$ cat src/rtl/rr_packet_arbiter.sv
// Wormhole round-robin arbiter for one mesh-router output. It locks the output to one input from
// the header flit to the tail flit. Define ARB_TIMEOUT_EN to release a lock that has stalled too long.
module rr_packet_arbiter #(
    parameter int N_REQ          = 3,
    parameter int LEN_W          = 12,
    parameter int TIMEOUT_CYCLES = 255
) (
    input  logic                     clk,
    input  logic                     rst,
    input  logic [N_REQ-1:0]         req,
    input  logic [3*N_REQ-1:0]       flit_type,
    input  logic [LEN_W*N_REQ-1:0]   length,
    input  logic                     out_ready,
    output logic [N_REQ-1:0]         grant,
    output logic [N_REQ-1:0]         sel,
    output logic                     busy,
    output logic                     len_err,
    output logic                     tmo_err
);

    localparam int IDX_W = (N_REQ > 1) ? $clog2(N_REQ) : 1;
    localparam logic [2:0] FT_HDR  = 3'b001;
    localparam logic [2:0] FT_TAIL = 3'b100;

    typedef enum logic {ST_IDLE, ST_LOCK} state_t;

    state_t             state_reg, state_next;
    logic [IDX_W-1:0]   owner_reg, owner_next;
    logic [IDX_W-1:0]   ptr_reg, ptr_next;
    logic [LEN_W-1:0]   cnt_reg, cnt_next;
    logic [N_REQ-1:0]   sel_reg, sel_next;
    logic               busy_reg, busy_next;
    logic               len_err_reg, len_err_next;
    logic [N_REQ-1:0]   grant_int;

    logic [N_REQ-1:0]   eligible;
    logic [N_REQ-1:0]   is_tail;
    logic [LEN_W-1:0]   len_arr [N_REQ];
    logic               win_found;
    logic [IDX_W-1:0]   win_idx;

    genvar gi;
    generate
        for (gi = 0; gi < N_REQ; gi++) begin : g_port
            assign eligible[gi] = req[gi] && (flit_type[3*gi +: 3] == FT_HDR);
            assign is_tail[gi]  = (flit_type[3*gi +: 3] == FT_TAIL);
            assign len_arr[gi]  = length[LEN_W*gi +: LEN_W];
        end
    endgenerate

    function automatic logic [IDX_W-1:0] next_idx(input logic [IDX_W-1:0] i);
        return (i == IDX_W'(N_REQ - 1)) ? '0 : i + IDX_W'(1);
    endfunction

    // First eligible header starting at ptr, wrapping around the ports.
    always_comb begin
        int pos;
        win_found = 1'b0;
        win_idx   = ptr_reg;
        pos       = 0;
        for (int k = 0; k < N_REQ; k++) begin
            pos = int'(ptr_reg) + k;
            if (pos >= N_REQ) pos = pos - N_REQ;
            if (!win_found && eligible[pos]) begin
                win_found = 1'b1;
                win_idx   = IDX_W'(pos);
            end
        end
    end

`ifdef ARB_TIMEOUT_EN
    localparam int STALL_W = $clog2(TIMEOUT_CYCLES + 1);
    logic [STALL_W-1:0] stall_reg, stall_next;
    logic               tmo_err_reg, tmo_err_next;
`endif

    always_comb begin
        state_next   = state_reg;
        owner_next   = owner_reg;
        ptr_next     = ptr_reg;
        cnt_next     = cnt_reg;
        sel_next     = sel_reg;
        busy_next    = busy_reg;
        len_err_next = 1'b0;
        grant_int    = '0;
`ifdef ARB_TIMEOUT_EN
        stall_next   = '0;
        tmo_err_next = 1'b0;
`endif
        case (state_reg)
            ST_IDLE: begin
                if (out_ready && win_found) begin
                    grant_int[win_idx] = 1'b1;
                    if (len_arr[win_idx] == '0) begin
                        ptr_next = next_idx(win_idx);
                    end else begin
                        state_next         = ST_LOCK;
                        owner_next         = win_idx;
                        sel_next           = '0;
                        sel_next[win_idx]  = 1'b1;
                        busy_next          = 1'b1;
                        cnt_next           = len_arr[win_idx];
                    end
                end
            end
            ST_LOCK: begin
                if (req[owner_reg] && out_ready) begin
                    grant_int[owner_reg] = 1'b1;
                    if (cnt_reg == LEN_W'(1) || is_tail[owner_reg]) begin
                        state_next   = ST_IDLE;
                        sel_next     = '0;
                        busy_next    = 1'b0;
                        ptr_next     = next_idx(owner_reg);
                        // Clean only when the count runs out exactly on the tail.
                        len_err_next = !(cnt_reg == LEN_W'(1) && is_tail[owner_reg]);
                    end else begin
                        cnt_next = cnt_reg - LEN_W'(1);
                    end
                end
`ifdef ARB_TIMEOUT_EN
                else if (stall_reg == STALL_W'(TIMEOUT_CYCLES - 1)) begin
                    state_next   = ST_IDLE;
                    sel_next     = '0;
                    busy_next    = 1'b0;
                    ptr_next     = next_idx(owner_reg);
                    tmo_err_next = 1'b1;
                end else begin
                    stall_next = stall_reg + STALL_W'(1);
                end
`endif
            end
            default: state_next = ST_IDLE;
        endcase
    end

    always_ff @(posedge clk) begin
        if (rst) begin
            state_reg   <= ST_IDLE;
            owner_reg   <= '0;
            ptr_reg     <= '0;
            cnt_reg     <= '0;
            sel_reg     <= '0;
            busy_reg    <= 1'b0;
            len_err_reg <= 1'b0;
        end else begin
            state_reg   <= state_next;
            owner_reg   <= owner_next;
            ptr_reg     <= ptr_next;
            cnt_reg     <= cnt_next;
            sel_reg     <= sel_next;
            busy_reg    <= busy_next;
            len_err_reg <= len_err_next;
        end
    end

`ifdef ARB_TIMEOUT_EN
    always_ff @(posedge clk) begin
        if (rst) begin
            stall_reg   <= '0;
            tmo_err_reg <= 1'b0;
        end else begin
            stall_reg   <= stall_next;
            tmo_err_reg <= tmo_err_next;
        end
    end
    assign tmo_err = tmo_err_reg;
`else
    assign tmo_err = 1'b0;
`endif

    assign grant   = rst ? '0 : grant_int;
    assign sel     = sel_reg;
    assign busy    = busy_reg;
    assign len_err = len_err_reg;

endmodule
$ cat config.mk
export PLATFORM = sky130hd
export DESIGN_NAME = rr_packet_arbiter
export DESIGN_NICKNAME = d
export VERILOG_FILES = /design/src/rtl/rr_packet_arbiter.sv
export SDC_FILE = /design/constraint.sdc
export NUM_CORES = 1
export LEC_CHECK = 0
export CORE_MARGIN = 10
export CORE_UTILIZATION = 40
export DETAILED_ROUTE_END_ITERATION = 8
export PLACE_DENSITY = 0.77
export SETUP_SLACK_MARGIN = 0.5
export SKIP_CTS_REPAIR_TIMING = 1
export SYNTH_ARGS = -nofsm -noshare
export SYNTH_HDL_FRONTEND = slang
export SYNTH_SLANG_ARGS = --single-unit
$ cat constraint.sdc
create_clock -name clk -period 4.03 [get_ports clk]
set_input_delay 1.0075 -clock clk [delete_from_list [all_inputs] [get_ports clk]]
set_output_delay 1.0075 -clock clk [all_outputs]
set_load 0.02 [all_outputs]
==> qor.csv <==
stage,metric,value,unit
run_status,status,"complete, no violations",
drt,dr.pass1.iters,5,
clocking,clk_latency,0.27,ns
synth,synth-main-ff-cell,dfxtp_1,
setup_path,crit_family,simple AND/OR/NAND/NOR gates,
drt,viasPerCell,6.118,
drt,dr.first_iter.drc_count,196,
clocking,root_buffer,clkbuf_8,
setup_path,path_class,in2out,
clocking,clock-sinks,22,
place,dp.cells,412,
global_routing,grt_use_total,0.1747,
worst_hold_path,hold_end,busy$_SDFFE_PP0P_,
place,gp_congestion,0.9580,
synth,synth.net_count,325,
synth,yosys-top-cells-count,"nand2_1 (27), nor2_1 (23), dfxtp_1 (22)",
pwr,finalPower,0.0006838,W
setup_path,start_kind,primary input,
final_layout,drive_above_1_share,0.2542,
drt,routedWlPerCell,18.82,um
timing,fin_crit,3.694,ns
setup_path,ff2ff_path_depth,11,
pwr,comb_power_share,0.343,
floorplanning,start_util,0.4095,
floorplanning,die_h,92.08,um
worst_hold_path,hold_start,busy$_SDFFE_PP0P_,
pwr,pwr-share-clk,0.312,
drt,ant_nets,0,
setup_path,cp-end-kind,output port,
pwr,power_switching,0.0002057,W
setup_path,crit_slowest_cell,and4bb_4,
floorplanning,io_pins,60,
global_routing,grt_max_degree,22,
setup_path,worstPathRequired,3.02,ns
setup_path,path_cells,buf_6 > and4bb_4 > buf_6 > buf_6 > o21ai_4 > a41oi_4 > nand2b_1 > o32ai_2 > and2_4 > buf_6,
synth,synthArstFlopShare,0,
clocking,cts_max_path_buffers,2,
global_routing,grt_pass1_wl,12450,um
place,port_buffers,58,
pwr,seq_power_share,0.345,
final_layout,nNetsFinal,410,
pwr,leakage,1.302,nW
final_layout,area_delta_synth_final,55.03,%
drt,wirelength,7980,um
synth,ys_seq_elements,22,
setup_path,arrival,2.69,ns
global_routing,grt_overflow_total,0,
synth,yosysTopAreaCell,dfxtp_1,
timing,fmax,270.7,MHz
place,post-dp-hpwl,5941,um
final_layout,largest_reg_flops,12,
pwr,ir_drop,0.1361,mV
clocking,numCtsBuffers,3,
timing,tightest_slew,0.6935,ns
pwr,powerDensity,212.2,mW/mm^2
floorplanning,die_w,92.08,um
worst_hold_path,worstHoldPathCells,2,
synth,synth_edf_count,0,
timing,hold_violations,0,
synth,yosys.area.top_type_share,0.2119,
floorplanning,die_area,0.008479,mm^2
setup_path,r2r_slack,0.81,ns
drt,vias,2594,
synth,avgSynthCellArea,7.697,um^2
timing,slew_viol_final,0,
timing,rsz0062_at_grt,yes,
clocking,cts_tree,done,
final_layout,instances_no_fill,424,
timing,setup_violations,0,
timing,relSlewSlack,0.5341,
synth,yosysWarnings,0,
synth,synth_area_leaders,"dfxtp_1 (21%), mux2i_1 (7.7%), nand2_1 (4.9%)",
global_routing,grt_pass1_vias,2533,
timing,fin_worst_skew,0.003815,ns
clocking,ctsHtreeMaxLevel,1,
synth,synthMostInstantiatedCell,nand2_1,
setup_path,r2r-end,cnt_reg[3]$_SDFFE_PP0P_,
synth,syn_inst,270,
synth,netlist_area,0.002078,mm^2
run,drv_cap,0,
floorplanning,fp.coreArea,0.005075,mm^2
final_layout,n_antenna_cell,0,
global_routing,antenna_found_initial,0,
drt,drc,0,
setup_path,r2r_start,ptr_reg[0]$_SDFFE_PP0P_,
pwr,swShare,0.3007,
setup_path,crit_top_cell,buf_6,
setup_path,worstPathMaxFanout,7,
final_layout,finish.utilization,0.6349,
synth,synth.distinct_cells,66,
synth,seq_area_frac_synth,0.2119,
setup_path,max_stage_delay,0.41,ns
clocking,path_clk_slew,0.09,ns
pwr,internal_power,0.0004782,W
timing,fin_crit_sh,0.9166,
worst_hold_path,hold_path.class,reg2reg,
setup_path,cp.buffers_inverters,4,
floorplanning,rows,26,
-- cell type report --
class                   instances  area, um^2
clock buffers                   3       41.29
clock inverters                 1       30.03
fillers                       449        1853
inverters                       8       30.03
multi-input cells             223        1714
flip-flops and latches         22       440.4
well taps                      70       87.58
repair buffers                 97       878.3
-- power by group through the flow --
stage | logic, W | clock network [W] | registers, W
final | 0.000234 | 0.000213 | 0.000236
after global routing | 0.000252 | 0.000224 | 0.000238
after CTS | 0.000213 | 0.000217 | 0.000236
after detailed placement | 0.000212 | 0 | 0.000241
after global placement | 0.000210 | 0 | 0.000240
after floorplan | 0.000110 | 0 | 0.000239
-- layout by cell type (no fill, tap or decap), types with 4 or more instances in the layout --
cell / count
a21oi_1: 9
a21oi_2: 4
a31o_1: 6
buf_4: 36
buf_6: 8
clkbuf_2: 5
clkdlybuf4s50_1: 43
dfxtp_1: 22
dlymetal6s2s_1: 5
inv_1: 6
mux2i_1: 16
nand2_1: 25
nand2b_1: 6
nand3_1: 15
nor2_1: 21
nor3_1: 7
nor4_1: 12
o21ai_0: 4
o221ai_1: 7
-- logic make-up after synthesis --
family,Yosys count,share of synthesized area
AO/OA/AOI/OAI,79,0.2932
AND/OR/NAND/NOR,120,0.3167
buffers and inverters,25,0.05719
adder cells (fa/ha/maj),4,0.02408
flip-flops,22,0.2119
other,1,0.001804
multiplexers,19,0.09512
-- worst reg2reg max path, stage by stage (launching register included) --
cell,delay (ns)
dfxtp_1,0.42
inv_1,0.07
ha_2,0.48
o21ai_0,0.17
a31o_4,0.26
a41oi_4,0.27
buf_4,0.16
buf_4,0.23
mux2_2,0.37
a222oi_1,0.30
nor2_1,0.07
a311o_1,0.32
-- metrics by stage --
| stage | TNS (ns) | setup WS [ns] | instance area (um^2) | hold slack, ns |
|---|---|---|---|---|
| finish | 0 | 0.3359 | 3222 | 0.4647 |
| global route | 0 | 0.2830 | 3222 | 0.4897 |
| CTS | -1.635 | -0.5694 | 2973 | 0.4626 |
| detailed placement | -1.622 | -0.5629 | 2902 | 0.4490 |
| global placement | -1.557 | -0.5243 | 2902 | 0.4461 |
| floorplan | 0 | 0.4049 | 2085 | 0.4636 |
-- worst max-delay path by stage --
stage	from	end	slack [ns]	cells after the start
2_1_floorplan	flit_type[4]	grant[0]	0.40	9
3_3_place_gp	flit_type[7]	grant[1]	-0.52	10
5_1_grt	req[0]	grant[0]	0.28	9
4_1_cts	flit_type[7]	grant[0]	-0.57	10
3_5_place_dp	flit_type[7]	grant[0]	-0.56	10
6_report	flit_type[5]	grant[0]	0.34	10
-- routing by layer --
layer	up-vias	track usage	routed length [um]
met4	0	0.03985	101
met5	-	0	0
met2	136	0.3018	3905
met1	1222	0.2101	3294
met3	14	0.04645	678
li1	1222	-	-
(Power assumes the default switching activity.)
